File: config.mk
export PLATFORM = sky130hd
export DESIGN_NAME = mem_access_ctrl_flat
export DESIGN_NICKNAME = d
export VERILOG_FILES = /design/src/rtl/mem_access_pkg.sv /design/src/rtl/mem_access_ctrl_if.sv /design/src/rtl/sat_counter.sv /design/src/rtl/mem_access_ctrl.sv /design/src/flat_wrapper.sv
export SDC_FILE = /design/constraint.sdc
export NUM_CORES = 1
export LEC_CHECK = 0
export BUFFER_PORTS_ARGS = -buffer_cell sky130_fd_sc_hd__buf_2
export CELL_PAD_IN_SITES_DETAIL_PLACEMENT = 0
export CELL_PAD_IN_SITES_GLOBAL_PLACEMENT = 1
export CORE_MARGIN = 5
export CORE_UTILIZATION = 36
export CTS_BUF_LIST = sky130_fd_sc_hd__clkbuf_8 sky130_fd_sc_hd__clkbuf_16
export CTS_CLUSTER_DIAMETER = 100
export CTS_CLUSTER_SIZE = 12
export DETAILED_ROUTE_END_ITERATION = 12
export PLACE_DENSITY = 0.87
export REMOVE_ABC_BUFFERS = 1
export SLEW_MARGIN = 20
export SYNTH_ARGS = -nofsm -noshare
export SYNTH_HDL_FRONTEND = slang
export SYNTH_SLANG_ARGS = --single-unit
File: constraint.sdc
create_clock -name clk -period 1.77 [get_ports clk]
set_clock_uncertainty 0.05 [all_clocks]
set_input_delay 0.0885 -clock clk [delete_from_list [all_inputs] [get_ports clk]]
set_output_delay 0.0885 -clock clk [all_outputs]
set_load 0.01 [all_outputs]
File: src/rtl/mem_access_pkg.sv
// Shared FSM encoding and default widths for the memory access sequencer.
package mem_access_pkg;

    localparam int ADDR_W_DEF = 12;
    localparam int DATA_W_DEF = 16;
    localparam int STATS_W    = 16;
    localparam int WAIT_W     = 4;

    typedef enum logic [1:0] {
        IDLE = 2'd0,
        RD   = 2'd1,
        WR   = 2'd2,
        RESP = 2'd3
    } state_t;

endpackage

File: src/rtl/mem_access_ctrl_if.sv
// Request/response handshake plus memory-side bus of the access sequencer.
interface mem_access_ctrl_if #(
    parameter int ADDR_W = 12,
    parameter int DATA_W = 16
);
    logic              req_valid;
    logic              req_ready;
    logic              req_we;
    logic [ADDR_W-1:0] req_addr;
    logic [DATA_W-1:0] req_wdata;
    logic              rsp_valid;
    logic              rsp_ready;
    logic [DATA_W-1:0] rsp_rdata;
    logic              mem_read;
    logic              mem_write;
    logic [ADDR_W-1:0] mem_addr;
    logic [DATA_W-1:0] mem_wdata;
    logic [DATA_W-1:0] mem_rdata;

    // Environment side: datapath control plus the memory array.
    modport master (
        output req_valid, req_we, req_addr, req_wdata, rsp_ready, mem_rdata,
        input  req_ready, rsp_valid, rsp_rdata, mem_read, mem_write, mem_addr, mem_wdata
    );

    modport slave (
        input  req_valid, req_we, req_addr, req_wdata, rsp_ready, mem_rdata,
        output req_ready, rsp_valid, rsp_rdata, mem_read, mem_write, mem_addr, mem_wdata
    );
endinterface

File: src/rtl/sat_counter.sv
// Saturating up-counter with enable and asynchronous active-low reset.
module sat_counter #(
    parameter int WIDTH = 16
) (
    input  logic             clk,
    input  logic             rst_n,
    input  logic             en,
    output logic [WIDTH-1:0] count
);

    always_ff @(posedge clk or negedge rst_n) begin
        if (!rst_n) begin
            count <= '0;
        end else if (en && (count != '1)) begin
            count <= count + WIDTH'(1);
        end
    end

endmodule

File: src/rtl/mem_access_ctrl.sv
// Single-outstanding memory access sequencer with MDR and programmable read wait.
// Optional access statistics enabled by defining MEM_ACCESS_STATS_EN.
module mem_access_ctrl
    import mem_access_pkg::*;
#(
    parameter int ADDR_W  = ADDR_W_DEF,
    parameter int DATA_W  = DATA_W_DEF,
    parameter int RD_WAIT = 1
) (
    input  logic                clk,
    input  logic                rst_n,
    mem_access_ctrl_if.slave    bus
`ifdef MEM_ACCESS_STATS_EN
    ,
    output logic [STATS_W-1:0]  rd_count,
    output logic [STATS_W-1:0]  wr_count
`endif
);

    localparam logic [WAIT_W-1:0] WAIT_INIT = WAIT_W'(RD_WAIT - 1);

    state_t              state, state_next;
    logic [WAIT_W-1:0]   wait_cnt;
    logic [ADDR_W-1:0]   addr_q;
    logic [DATA_W-1:0]   wdata_q;
    logic [DATA_W-1:0]   mdr;
    logic                mem_read_q, mem_write_q, rsp_valid_q;
    logic                accept, rd_done;

    assign accept  = (state == IDLE) && bus.req_valid;
    assign rd_done = (state == RD) && (wait_cnt == '0);

    always_ff @(posedge clk or negedge rst_n) begin
        if (!rst_n) begin
            state <= IDLE;
        end else begin
            state <= state_next;
        end
    end

    always_comb begin
        state_next = state;
        case (state)
            IDLE:    if (bus.req_valid) state_next = bus.req_we ? WR : RD;
            RD:      if (wait_cnt == '0) state_next = RESP;
            WR:      state_next = RESP;
            RESP:    if (bus.rsp_ready) state_next = IDLE;
            default: state_next = IDLE;
        endcase
    end

    // Strobes are flopped from the next state so they change on the same edge as the state.
    always_ff @(posedge clk or negedge rst_n) begin
        if (!rst_n) begin
            mem_read_q  <= 1'b0;
            mem_write_q <= 1'b0;
            rsp_valid_q <= 1'b0;
            addr_q      <= '0;
            wdata_q     <= '0;
            mdr         <= '0;
            wait_cnt    <= '0;
        end else begin
            mem_read_q  <= (state_next == RD);
            mem_write_q <= (state_next == WR);
            rsp_valid_q <= (state_next == RESP);
            if (accept) begin
                addr_q  <= bus.req_addr;
                wdata_q <= bus.req_wdata;
                if (!bus.req_we) wait_cnt <= WAIT_INIT;
            end
            if (state == RD) begin
                if (wait_cnt != '0) wait_cnt <= wait_cnt - WAIT_W'(1);
                else                mdr      <= bus.mem_rdata;
            end
        end
    end

    assign bus.req_ready = (state == IDLE);
    assign bus.rsp_valid = rsp_valid_q;
    assign bus.rsp_rdata = mdr;
    assign bus.mem_read  = mem_read_q;
    assign bus.mem_write = mem_write_q;
    assign bus.mem_addr  = addr_q;
    assign bus.mem_wdata = wdata_q;

`ifdef MEM_ACCESS_STATS_EN
    sat_counter #(.WIDTH(STATS_W)) u_rd_cnt (
        .clk   (clk),
        .rst_n (rst_n),
        .en    (rd_done),
        .count (rd_count)
    );

    sat_counter #(.WIDTH(STATS_W)) u_wr_cnt (
        .clk   (clk),
        .rst_n (rst_n),
        .en    (state == WR),
        .count (wr_count)
    );
`else
    logic unused_rd_done;
    assign unused_rd_done = rd_done;
`endif

endmodule
File: src/flat_wrapper.sv
// flat-port wrapper written by rule: the top's interface ports become plain ports
module mem_access_ctrl_flat import mem_access_pkg::*;
#(
    parameter int ADDR_W  = ADDR_W_DEF,
    parameter int DATA_W  = DATA_W_DEF,
    parameter int RD_WAIT = 1
)
  (clk, rst_n, bus_req_valid, bus_req_we, bus_req_addr, bus_req_wdata, bus_rsp_ready, bus_mem_rdata, bus_req_ready, bus_rsp_valid, bus_rsp_rdata, bus_mem_read, bus_mem_write, bus_mem_addr, bus_mem_wdata);
  mem_access_ctrl_if #(.ADDR_W(ADDR_W), .DATA_W(DATA_W)) bus_i ();
  input  logic clk;
  input  logic rst_n;
  input wire logic [$bits(bus_i.req_valid)-1:0] bus_req_valid;
  input wire logic [$bits(bus_i.req_we)-1:0] bus_req_we;
  input wire logic [$bits(bus_i.req_addr)-1:0] bus_req_addr;
  input wire logic [$bits(bus_i.req_wdata)-1:0] bus_req_wdata;
  input wire logic [$bits(bus_i.rsp_ready)-1:0] bus_rsp_ready;
  input wire logic [$bits(bus_i.mem_rdata)-1:0] bus_mem_rdata;
  output wire logic [$bits(bus_i.req_ready)-1:0] bus_req_ready;
  output wire logic [$bits(bus_i.rsp_valid)-1:0] bus_rsp_valid;
  output wire logic [$bits(bus_i.rsp_rdata)-1:0] bus_rsp_rdata;
  output wire logic [$bits(bus_i.mem_read)-1:0] bus_mem_read;
  output wire logic [$bits(bus_i.mem_write)-1:0] bus_mem_write;
  output wire logic [$bits(bus_i.mem_addr)-1:0] bus_mem_addr;
  output wire logic [$bits(bus_i.mem_wdata)-1:0] bus_mem_wdata;
  assign bus_i.req_valid = bus_req_valid;
  assign bus_i.req_we = bus_req_we;
  assign bus_i.req_addr = bus_req_addr;
  assign bus_i.req_wdata = bus_req_wdata;
  assign bus_i.rsp_ready = bus_rsp_ready;
  assign bus_i.mem_rdata = bus_mem_rdata;
  assign bus_req_ready = bus_i.req_ready;
  assign bus_rsp_valid = bus_i.rsp_valid;
  assign bus_rsp_rdata = bus_i.rsp_rdata;
  assign bus_mem_read = bus_i.mem_read;
  assign bus_mem_write = bus_i.mem_write;
  assign bus_mem_addr = bus_i.mem_addr;
  assign bus_mem_wdata = bus_i.mem_wdata;
  mem_access_ctrl #(.ADDR_W(ADDR_W), .DATA_W(DATA_W), .RD_WAIT(RD_WAIT)) u_core (.clk(clk), .rst_n(rst_n), .bus(bus_i));
endmodule
After elaboration in Yosys (flattened, before gate mapping)
Cells that the tools add are included.
{"block": "classes", "mul": 0, "bitwise": 1, "div_mod_pow": 0, "mux": 9, "add_sub_neg": 1, "reduce_logical": 5, "shift": 0, "magnitude_cmp": 0, "n_eq_ne": 6}
{"op": "4-bit 2-to-1 mux", "count": 4}
{"op": "2-bit == test, second input constant", "count": 4}
{"op": "2-bit 2-to-1 mux", "count": 4}
{"op": "2-bit case mux with 4 select lines", "count": 1}
{"op": "2-bit by 1-bit == test with 1-bit output, second input constant", "count": 2}
{"op": "4-bit zero test", "count": 1}
{"op": "4-bit nonzero test", "count": 1}
{"op": "4-bit by 1-bit subtractor with 4-bit output, second input constant", "count": 1}
{"op": "2-bit zero test", "count": 1}
{"op": "2-bit AND reduction", "count": 1}
{"op": "1-bit logical AND", "count": 1}
{"op": "1-bit NOT", "count": 1}
{"block": "word_totals", "input_bits": 49, "ram_bits": 0, "latchBits": 0, "mem_bits_ro": 0, "wordCells": 30, "n_memories": 0, "register_bits": 53}

Longest topological paths before layout
Gate-level depths: netlist (run 1).
{"block": "depth", "word_depth": 5, "mapped_depth": 6}

Worst setup path before layout (run 1)
OpenSTA, ideal clock, no wires.
{"block": "synth_path", "path_kind": "flip-flop to flip-flop", "start": "register u_core.wait_cnt[0]", "end": "register u_core.mdr[10], in the netlist u_core.bus.rsp_rdata[10]", "path_stages_with_launch": 7, "period_less_slack_ns": 1.558, "path_buffers": 1, "t_arrival_ns": 1.383, "slack_ns": 0.212, "setup_time_ns": 0.125, "path_cell_list": "dfrtp_1 > inv_1 > ha_1 > nor3b_4 > nand2_4 > buf_6 > mux2_4"}
{"block": "synth_via", "elab_chain_len": 3}
{"item": "start, declared", "line_no": "mem_access_ctrl.sv:23", "text": "logic [WAIT_W-1:0] wait_cnt;"}
{"item": "start signal, assigned", "line_no": "mem_access_ctrl.sv:72", "text": "if (wait_cnt != '0) wait_cnt <= wait_cnt - WAIT_W'(1);"}
{"item": "4-bit nonzero test", "line_no": "mem_access_ctrl.sv:72"}
{"item": "1-bit NOT (no source line)"}
{"item": "2-bit AND reduction (no source line)"}
{"item": "end signal, assigned", "line_no": "mem_access_ctrl.sv:73", "text": "else mdr <= bus.mem_rdata;"}
{"item": "end, declared", "line_no": "mem_access_ctrl.sv:26", "text": "logic [DATA_W-1:0] mdr;"}
No other way between the ends.
A chain may end at the register's enable or synchronous reset.

Final worst setup path (run 1)
{"block": "layout_path", "start": "register u_core.wait_cnt[0]", "end": "register u_core.mdr[15], in the netlist u_core.bus.rsp_rdata[15]"}
The elaborated chain is that of the path after synthesis.

==> results of run 1 <==
==> cells in the final DEF (no fill, tap or decap), drive strengths merged <==
cell,netlist,layout
buf,5,98
dfrtp,53,53
dlygate4sd3,0,46
mux2,44,44
clkbuf,0,6
inv,4,5
nand2,5,5
nor2b,3,3
nor3b,2,2
nand2b,2,2
o21ai,2,2
or3b,1,1
o211ai,1,1
a32o,1,1
o2bb2ai,1,1
o22ai,1,1
mux2i,1,1
a21oi,1,1
o21a,1,1
nor2,1,1
and2,1,1
or3,1,1
nor4,1,1
and3,1,1
a211o,1,1
ha,1,1
bufinv,0,1
==> sequential cells by signal, indices dropped and copies added (netlist names) <==
| name | flops |
|---|---|
| u_core.wait_cnt | 4 |
| u_core.bus.mem_write | 1 |
| u_core.state | 2 |
| u_core.bus.rsp_valid | 1 |
| u_core.bus.mem_read | 1 |
| u_core.bus.rsp_rdata | 16 |
| u_core.bus.mem_addr | 12 |
| u_core.bus.mem_wdata | 16 |
==> worst max-delay path by stage <==
stage / start / endpoint / depth (start not counted)
3_5_place_dp: u_core.wait_cnt[0] / u_core.bus.rsp_rdata[15] / 5
5_1_grt: u_core.wait_cnt[0] / u_core.bus.rsp_rdata[15] / 5
4_1_cts: u_core.wait_cnt[0] / u_core.bus.rsp_rdata[15] / 5
6_report: u_core.wait_cnt[0] / u_core.bus.rsp_rdata[15] / 5
3_3_place_gp: u_core.wait_cnt[0] / u_core.bus.rsp_rdata[11] / 5
2_1_floorplan: u_core.state[0] / u_core.bus.mem_addr[0] / 2
==> tightest hold or removal path, stage by stage <==
cell and delay, ns:
buf_2 0.09, nand2_1 0.05, nand2_1 0.07, nand2_1 0.05
==> where the power goes <==
group	internal [mW]	switching (mW)	leakage (nW)
combinational	1.31	1.03	0.929
sequential	1.82	0.365	0.631
clock	0.455	0.363	0.0626
==> through the flow <==
step / instance area (um^2) / power, mW / setup WS [ns] / setup TNS, ns / hold WS [ns]
floorplan: 2090 / 3.58 / -0.496 / -15.22 / -0.257
global placement: 2710 / 4.42 / 0.177 / 0 / 0.0821
detailed placement: 2710 / 4.50 / 0.125 / 0 / 0.0830
CTS: 3280 / 5.42 / 0.110 / 0 / 0.0252
global route: 3280 / 5.72 / 0.0126 / 0 / 0.0328
finish: 3280 / 5.34 / 0.125 / 0 / 0.0368
==> routing by layer <==
layer	global-route usage (%)	part of all wire, %	vias up
li1	-	-	765
met1	15.7	38	762
met2	23.9	54	47
met3	4.35	6.7	10
met4	5.10	1.9	0
met5	0	0	-
==> area by class of cell <==
type,instances,area [um^2]
multi-input combinational,73,752
sequential,53,1330
inverter,4,15.0
clock buffer,6,82.6
fill,474,2570
tap,75,93.8
timing repair buffer,144,981
clock inverter,2,33.8
==> cell families after synthesis <==
family	share of synthesized area [%]
flops	62.3
simple gates	6.29
buf+inv	2.65
fa+ha+maj	0.588
mux	25.2
compound gates	3.00
==> metrics.csv, run 1 <==
metric,value,unit
drt wl/cell,13.9,um
initial antenna violation count,0,
All-Layer GR Usage,13.8,%
Leakage,1.62,nW
Die Wd,86.9,um
reg2reg start,u_core.wait_cnt[0],
Worst VDD drop,0.000818,V
Crit. End Element,register,
vias,1584,
Final ANT Viol Nets,0,
total grt overflow,0,
detailed placement HPWL,3290,um
Via density,4.44,
post-synthesis sequential area ratio,62.3,%
cell taking the most area after synthesis,dfrtp_1,
top cell type's share of synthesized area,62.3,%
layout cells sized above 1,54.6,%
"EDFF count, synth",0,
hold_sp,bus_rsp_ready,
Clock Sinks,53,
drt drc,0,
first-pass GRT wire length,8090,um
reg-to-reg endpoint,u_core.bus.rsp_rdata[15],
Post-Layout Cell Count,357,
Initial Util,36.4,%
total die area,7550,um^2
hold path cells,4,
area of the core,5850,um^2
clk slew on worst S/H paths,0.09,ns
CP max FO,18,
post-cts resize count,0,
slew margin rel.,60.7,%
kind of critical path,reg2reg,
clock latency on the worst-skew pair,0.29,ns
Synth-to-Final Area Change,54.3,%
"Arr. time, crit path",1.78,ns
Diodes inserted,0,
status,"complete, no violations",
IO Count,97,
crit path cell chain,inv_1 -> ha_1 -> nor3b_4 -> nand2_4 -> mux2_4,
Vert. Die Dim,86.9,um
Mean Syn Cell Area,15.8,um^2
"flops & latches, synth",53,
IO Port Bufs,96,
Post-Route Utilization,56.1,%
worst hold path type,in2reg,
period utilization,92.9,%
most instantiated library cell after synthesis,dfrtp_1,
number of global-route vias before repair,1684,
minimum clock period,1.64,ns
RSZ-0062 raised after global routing,false,
Synth cell types,29,
Critical Path Slowest Stage Cell,dfrtp_1,
Synth Warn #,0,
ys async rst share,100,%
Initial DRT Pass Iterations,4,
Worst Reg-to-Reg Cells,5,
"delay-heaviest family, CP",simple AND/OR/NAND/NOR gates,
post-CTS setup buffers,0,
Final Setup Violations,0,
PD cells,1630,nW/um^2
CP max stage delay,0.40,ns
DRT iter0 DRCs,60,
placed cell count,303,
Mapped Cells,135,
CTS tree,yes,
maximum number of pins on one net before global-route repair,31,
Buf/Inv on CP,1,
Pins Over Slew Limit,0,
Cell Rows,28,
top achievable clock speed,608,MHz
"Primary FF master, synth",dfrtp_1,
hold_buf cts,46,
RD Place Congestion,0.691,
startpoint types,register,
most frequent cells after synthesis,"53 x dfrtp_1, 36 x mux2_2, 8 x mux2_4",
worst slew pin tran,0.590,ns
Max-Cap Viols,0,
"Req. time, crit path",1.90,ns
Post-Route WL,4960,um
buffer depth of the longest clock path,2,
Post-Syn Area,2130,um^2
layout net count,331,
Worst Hold End,u_core.state[0],
H-Tree Depth,2,
clk root buf,clkbuf_8,
top post-synthesis cells by area,"dfrtp_1 62%, mux2_2 19%, mux2_4 5.6%",
CTS buffer count,5,
final hold vios,0,
flop2flop setup slack,0.13,ns
Power figures use the tool's default switching activity.
==> inputs of run 2 (changes only) <==
--- a/config.mk
+++ b/config.mk
@@ -5,16 +5,16 @@
 export SDC_FILE = /design/constraint.sdc
 export NUM_CORES = 1
 export LEC_CHECK = 0
-export BUFFER_PORTS_ARGS = -buffer_cell sky130_fd_sc_hd__buf_2
 export CELL_PAD_IN_SITES_DETAIL_PLACEMENT = 0
 export CELL_PAD_IN_SITES_GLOBAL_PLACEMENT = 1
 export CORE_MARGIN = 5
-export CORE_UTILIZATION = 36
+export CORE_UTILIZATION = 48
 export CTS_BUF_LIST = sky130_fd_sc_hd__clkbuf_8 sky130_fd_sc_hd__clkbuf_16
-export CTS_CLUSTER_DIAMETER = 100
+export CTS_CLUSTER_DIAMETER = 50
 export CTS_CLUSTER_SIZE = 12
 export DETAILED_ROUTE_END_ITERATION = 12
-export PLACE_DENSITY = 0.87
+export DONT_BUFFER_PORTS = 1
+export PLACE_DENSITY = 0.86
 export REMOVE_ABC_BUFFERS = 1
 export SLEW_MARGIN = 20
 export SYNTH_ARGS = -nofsm -noshare
==> metrics.csv, run 2 (synthesis gave the netlist of run 1 again) <==
metric,value,unit,change
status,"complete, no violations",,
Initial DRT Pass Iterations,4,,unchanged
minimum clock period,1.65,ns,+0.00471 ns
post-CTS setup buffers,0,,unchanged
worst slew pin tran,0.355,ns,-0.234 ns
first-pass GRT wire length,7460,um,-7.8%
startpoint types,register,,
Max-Cap Viols,0,,unchanged
Worst Setup EP,u_core.bus.rsp_rdata[11],,
DRT iter0 DRCs,95,,+58%
IO Count,97,,unchanged
crit path cell chain,inv_1 -> ha_1 -> nor3b_4 -> nand2_4 -> mux2_4,,
Crit. End Element,register,,
Diodes inserted,0,,unchanged
slew margin rel.,76.3,%,+16 points
Cell Rows,24,,-14%
Filler cells,327,,-31%
CP max FO,18,,unchanged
multi-input logic area,752,um^2,unchanged
Final ANT Viol Nets,0,,unchanged
"commonest non-fill, non-tap cells in the layout","53 x dfrtp_1, 48 x dlygate4sd3_1, 36 x mux2_2, 8 x mux2_4, 6 x clkbuf_8",,
CTS tree,yes,,
buffer depth of the longest clock path,2,,unchanged
period utilization,93.2,%,+0.27 points
clk slew on worst S/H paths,0.09,ns,about the same
detailed placement HPWL,3090,um,-6.2%
CTS buffer count,5,,unchanged
post-cts resize count,0,,unchanged
PD cells,1750,nW/um^2,+7.4%
Leakage,1.25,nW,-23%
Vert. Die Dim,76.6,um,-12%
area of the core,4320,um^2,-26%
RD Place Congestion,0.699,,+1.2%
All-Layer GR Usage,16.5,%,+2.7 points
Via density,5.38,,+21%
RSZ-0062 raised after global routing,false,,
reg-to-reg endpoint,u_core.bus.rsp_rdata[11],,
"Req. time, crit path",1.91,ns,about the same
Post-Route WL,4810,um,-2.9%
Initial Util,49.2,%,+13 points
CP max stage delay,0.41,ns,about the same
Seq. cell area,1330,um^2,unchanged
Final Setup Violations,0,,unchanged
clock latency on the worst-skew pair,0.30,ns,about the same
initial antenna violation count,0,,unchanged
Worst VDD drop,0.000914,V,+12%
Die Wd,76.6,um,-12%
total grt overflow,0,,unchanged
Setup crit start,u_core.wait_cnt[0],,
final hold vios,0,,unchanged
Overall Power,4.90,mW,-8.4%
number of global-route vias before repair,1431,,-15%
layout cells sized above 1,30.9,%,-24 points
hold_buf cts,49,,+6.5%
layout net count,237,,-28%
vias,1292,,-18%
worst hold path type,in2reg,,
flop2flop setup slack,0.12,ns,about the same
drt drc,0,,unchanged
"Arr. time, crit path",1.79,ns,about the same
reg2reg start,u_core.wait_cnt[0],,
total die area,5870,um^2,-22%
Pins Over Slew Limit,0,,unchanged
H-Tree Depth,2,,unchanged
maximum number of pins on one net before global-route repair,54,,+74%
drt wl/cell,20.1,um,+44%
Critical Path Slowest Stage Cell,dfrtp_1,,
clk root buf,clkbuf_8,,
kind of critical path,reg2reg,,
pre-CTS setup slack,0.133,ns,+0.00804 ns
top achievable clock speed,606,MHz,-0.29%
Synth-to-Final Area Change,31.7,%,
Final Worst Setup Slack,0.120,ns,-0.00471 ns
IO Port Bufs,0,,-100%
Worst Reg-to-Reg Cells,5,,unchanged
Fin Hold WS,0.104,ns,+0.0667 ns
"commonest non-fill, non-tap cell in the layout",dfrtp_1,,
Clock Sinks,53,,unchanged
==> run 2: cell count changes in the layout (fill, tap and decap cells not counted) <==
cell,before,now
buf_12,2,1
buf_16,0,1
buf_2,96,0
dlygate4sd3_1,46,48
==> run 2: cell type report <==
type                    instances  area share (%)
repair buffers                 50            18.8
clock inverters                 2            1.21
flip-flops and latches         53            47.3
well taps                      52            2.32
clock buffers                   6            2.95
inverters                       4           0.536
multi-input cells              73            26.8
==> run 2: worst min path at each step <==
stage                    start                       end  cells past startpoint  slack [ns]
finish              bus_req_we        u_core.wait_cnt[2]                      3        0.10
global route        bus_req_we           u_core.state[0]                      3         0.1
CTS                 bus_req_we           u_core.state[0]                      3        0.08
detailed placement       rst_n  u_core.bus.mem_wdata[11]                      0       -0.26
global placement         rst_n    u_core.bus.mem_addr[6]                      0       -0.26
floorplan                rst_n    u_core.bus.mem_addr[0]                      0       -0.26
==> run 2: routing by layer <==
metal  share of wire, %  track usage, %  vias up
li1                   -               -      577
met3                6.4            6.62       12
met5                  0               0        -
met4                2.6            7.52        0
met1                 36            17.6      658
met2                 55            28.3       45
==> run 2: worst max-delay path, delay by kind of cell (launching register included) <==
| family | cells | cell delay (ns) |
|---|---|---|
| adders and majority gates | 1 | 0.18 |
| DFF | 1 | 0.41 |
| muxes | 1 | 0.35 |
| buffers and inverters | 1 | 0.07 |
| and+or+nand+nor | 2 | 0.48 |
==> run 2: stage by stage <==
step / TNS (ns) / area (um^2) / std cells / util (%)
global route: 0 / 2800 / 240 / 64.8
global placement: 0 / 2180 / 183 / 50.4
CTS: 0 / 2800 / 240 / 64.8
detailed placement: 0 / 2180 / 183 / 50.4
floorplan: -15.22 / 2090 / 130 / -
finish: 0 / 2800 / 240 / 64.8
==> run 2: where the power goes <==
part | switching (mW) | leakage, nW | internal (mW)
Clock | 0.365 | 0.0626 | 0.455
Sequential | 0.781 | 0.631 | 1.83
Combinational | 0.559 | 0.557 | 0.910
==> inputs of run 3 (changes only) <==
--- a/config.mk
+++ b/config.mk
@@ -7,6 +7,7 @@
 export LEC_CHECK = 0
 export CELL_PAD_IN_SITES_DETAIL_PLACEMENT = 0
 export CELL_PAD_IN_SITES_GLOBAL_PLACEMENT = 1
+export CORE_ASPECT_RATIO = 1.5
 export CORE_MARGIN = 5
 export CORE_UTILIZATION = 48
 export CTS_BUF_LIST = sky130_fd_sc_hd__clkbuf_8 sky130_fd_sc_hd__clkbuf_16
@@ -15,6 +16,7 @@
 export DETAILED_ROUTE_END_ITERATION = 12
 export DONT_BUFFER_PORTS = 1
 export PLACE_DENSITY = 0.86
+export RECOVER_POWER = 50
 export REMOVE_ABC_BUFFERS = 1
 export SLEW_MARGIN = 20
 export SYNTH_ARGS = -nofsm -noshare
==> metrics.csv, run 3 (synthesis gave the netlist of run 1 again) <==
metric,value,unit,change
status,"complete, no violations",,
drt wl/cell,19.7,um,-1.7%
Final Setup Violations,0,,unchanged
CTS buffer count,5,,unchanged
vias,1263,,-2.2%
Initial DRT Pass Iterations,2,,-2
flop2flop setup slack,0.13,ns,about the same
pre-CTS setup slack,0.130,ns,-0.00283 ns
crit path cell chain,inv_1 -> ha_1 -> nor3b_4 -> nand2_4 -> mux2_4,,
first-pass GRT wire length,7510,um,+0.75%
CTS tree,yes,,
reg2reg start,u_core.wait_cnt[0],,
Worst Hold End,u_core.wait_cnt[2],,
Cell Rows,29,,+21%
Leakage,1.25,nW,-0.24%
detailed placement HPWL,2880,um,-6.8%
layout net count,237,,unchanged
DRT iter0 DRCs,77,,-19%
total grt overflow,0,,unchanged
Final ANT Viol Nets,0,,unchanged
top achievable clock speed,609,MHz,+0.44%
Synth-to-Final Area Change,31.1,%,
initial antenna violation count,0,,unchanged
Pins Over Slew Limit,0,,unchanged
Diodes inserted,0,,unchanged
Max-Cap Viols,0,,unchanged
layout cells sized above 1,31.4,%,+0.53 points
met2 wire len,2810,um,+6.1%
number of global-route vias before repair,1513,,+5.7%
IO Port Bufs,0,,unchanged
PD cells,1780,nW/um^2,+1.8%
Via density,5.40,,+0.26%
Critical Path Slowest Stage Cell,dfrtp_1,,
clock latency on the worst-skew pair,0.30,ns,about the same
RD Place Congestion,0.696,,-0.51%
kind of critical path,reg2reg,,
clk root buf,clkbuf_8,,
Die Wd,64.4,um,-16%
Fin Hold WS,0.130,ns,+0.0267 ns
CP max stage delay,0.41,ns,about the same
Post-Route WL,4610,um,-4.1%
slew margin rel.,16.3,%,-60 points
buffer depth of the longest clock path,2,,unchanged
met3 wire length,254,um,-17%
period utilization,92.8,%,-0.41 points
worst hold path type,in2reg,,
RSZ-0062 raised after global routing,false,,
top sig layer,met4,,
hold path cells,3,,unchanged
Initial Util,49.7,%,+0.49 points
post-cts resize count,0,,unchanged
metal1 wirelength,1450,um,-16%
CP max FO,18,,unchanged
area of the core,4280,um^2,-0.98%
startpoint types,register,,
H-Tree Depth,2,,unchanged
drt drc,0,,unchanged
Vert. Die Dim,91.6,um,+20%
hold_sp,bus_req_we,,
Worst Reg-to-Reg Cells,5,,unchanged
minimum clock period,1.64,ns,-0.00718 ns
Crit. End Element,register,,
total die area,5890,um^2,+0.47%
"commonest non-fill, non-tap cell in the layout",dfrtp_1,,
"Arr. time, crit path",1.79,ns,about the same
All-Layer GR Usage,16.7,%,+0.25 points
Final Worst Setup Slack,0.127,ns,+0.00718 ns
reg-to-reg endpoint,u_core.bus.rsp_rdata[13],,
worst slew pin tran,1.26,ns,+0.901 ns
IO Count,97,,unchanged
maximum number of pins on one net before global-route repair,54,,unchanged
Clock Sinks,53,,unchanged
post-CTS setup buffers,0,,unchanged
Worst VDD drop,0.00121,V,+32%
"commonest non-fill, non-tap cells in the layout","53 x dfrtp_1, 48 x dlygate4sd3_1, 36 x mux2_2, 8 x mux2_4, 5 x clkbuf_8",,
clk slew on worst S/H paths,0.10,ns,about the same
"Req. time, crit path",1.91,ns,about the same
final hold vios,0,,unchanged
## run 3: cell types whose count changed in the layout (fill, tap and decap cells not counted)
cell	previous run	this run
clkinv_2	0	1
inv_1	5	4
clkbuf_8	6	5
clkbuf_2	0	1
bufinv_16	1	2
buf_16	1	0
## run 3: metrics by stage
stage	cell area, um^2	total power [mW]	util, %	TNS, ns	instances
finish	2790	4.96	65.2	0	234
global route	2790	5.28	65.2	0	234
CTS	2810	5.02	65.7	0	234
detailed placement	2170	3.95	50.7	0	177
global placement	2170	3.84	50.7	0	177
floorplan	2090	3.58	-	-15.22	130
## run 3: final cells by class
| class | instances | area [um^2] |
|---|---|---|
| clock buffers | 5 | 68.8 |
| flip-flops and latches | 53 | 1330 |
| repair buffers | 50 | 505 |
| well taps | 46 | 57.6 |
| fillers | 317 | 1490 |
| inverters | 4 | 15.0 |
| multi-input cells | 73 | 752 |
| clock inverters | 3 | 65.1 |
## run 3: power by group
group / leakage [nW] / switching (mW) / internal [mW]
Clock: 0.0681 / 0.373 / 0.561
Sequential: 0.631 / 0.762 / 1.83
Combinational: 0.548 / 0.534 / 0.905
Total: 1.25 / 1.67 / 3.29
## run 3: worst max-delay path by stage
stage	slack, ns	depth (start not counted)	startpoint	endpoint
final	0.13	5	u_core.wait_cnt[0]	u_core.bus.rsp_rdata[13]
after global routing	0.03	5	u_core.wait_cnt[0]	u_core.bus.rsp_rdata[13]
after CTS	0.11	5	u_core.wait_cnt[0]	u_core.bus.rsp_rdata[10]
after detailed placement	0.13	5	u_core.wait_cnt[0]	u_core.bus.rsp_rdata[10]
after global placement	0.21	5	u_core.wait_cnt[0]	u_core.bus.rsp_rdata[14]
after floorplan	-0.50	2	u_core.state[0]	u_core.bus.mem_addr[0]
## run 3: worst max-delay path: cells and delay by family (launching register included)
family                   cells  cell delay, ns
AND/OR/NAND/NOR              2            0.48
flip-flops                   1            0.41
adder cells (fa/ha/maj)      1            0.18
buffers and inverters        1            0.07
multiplexers                 1            0.35
## run 3: timing repair
action | in CTS | in global routing
endpoints found under the setup margin | 0 | 0
hold buffers | 49 | 0
endpoints found under the hold margin | 102 | 0
## run 3: layer usage
layer	GRT usage (%)	vias to the layer above
met5	0	-
met4	7.41	0
met3	4.94	8
met2	31.5	41
met1	16.4	639
li1	-	575
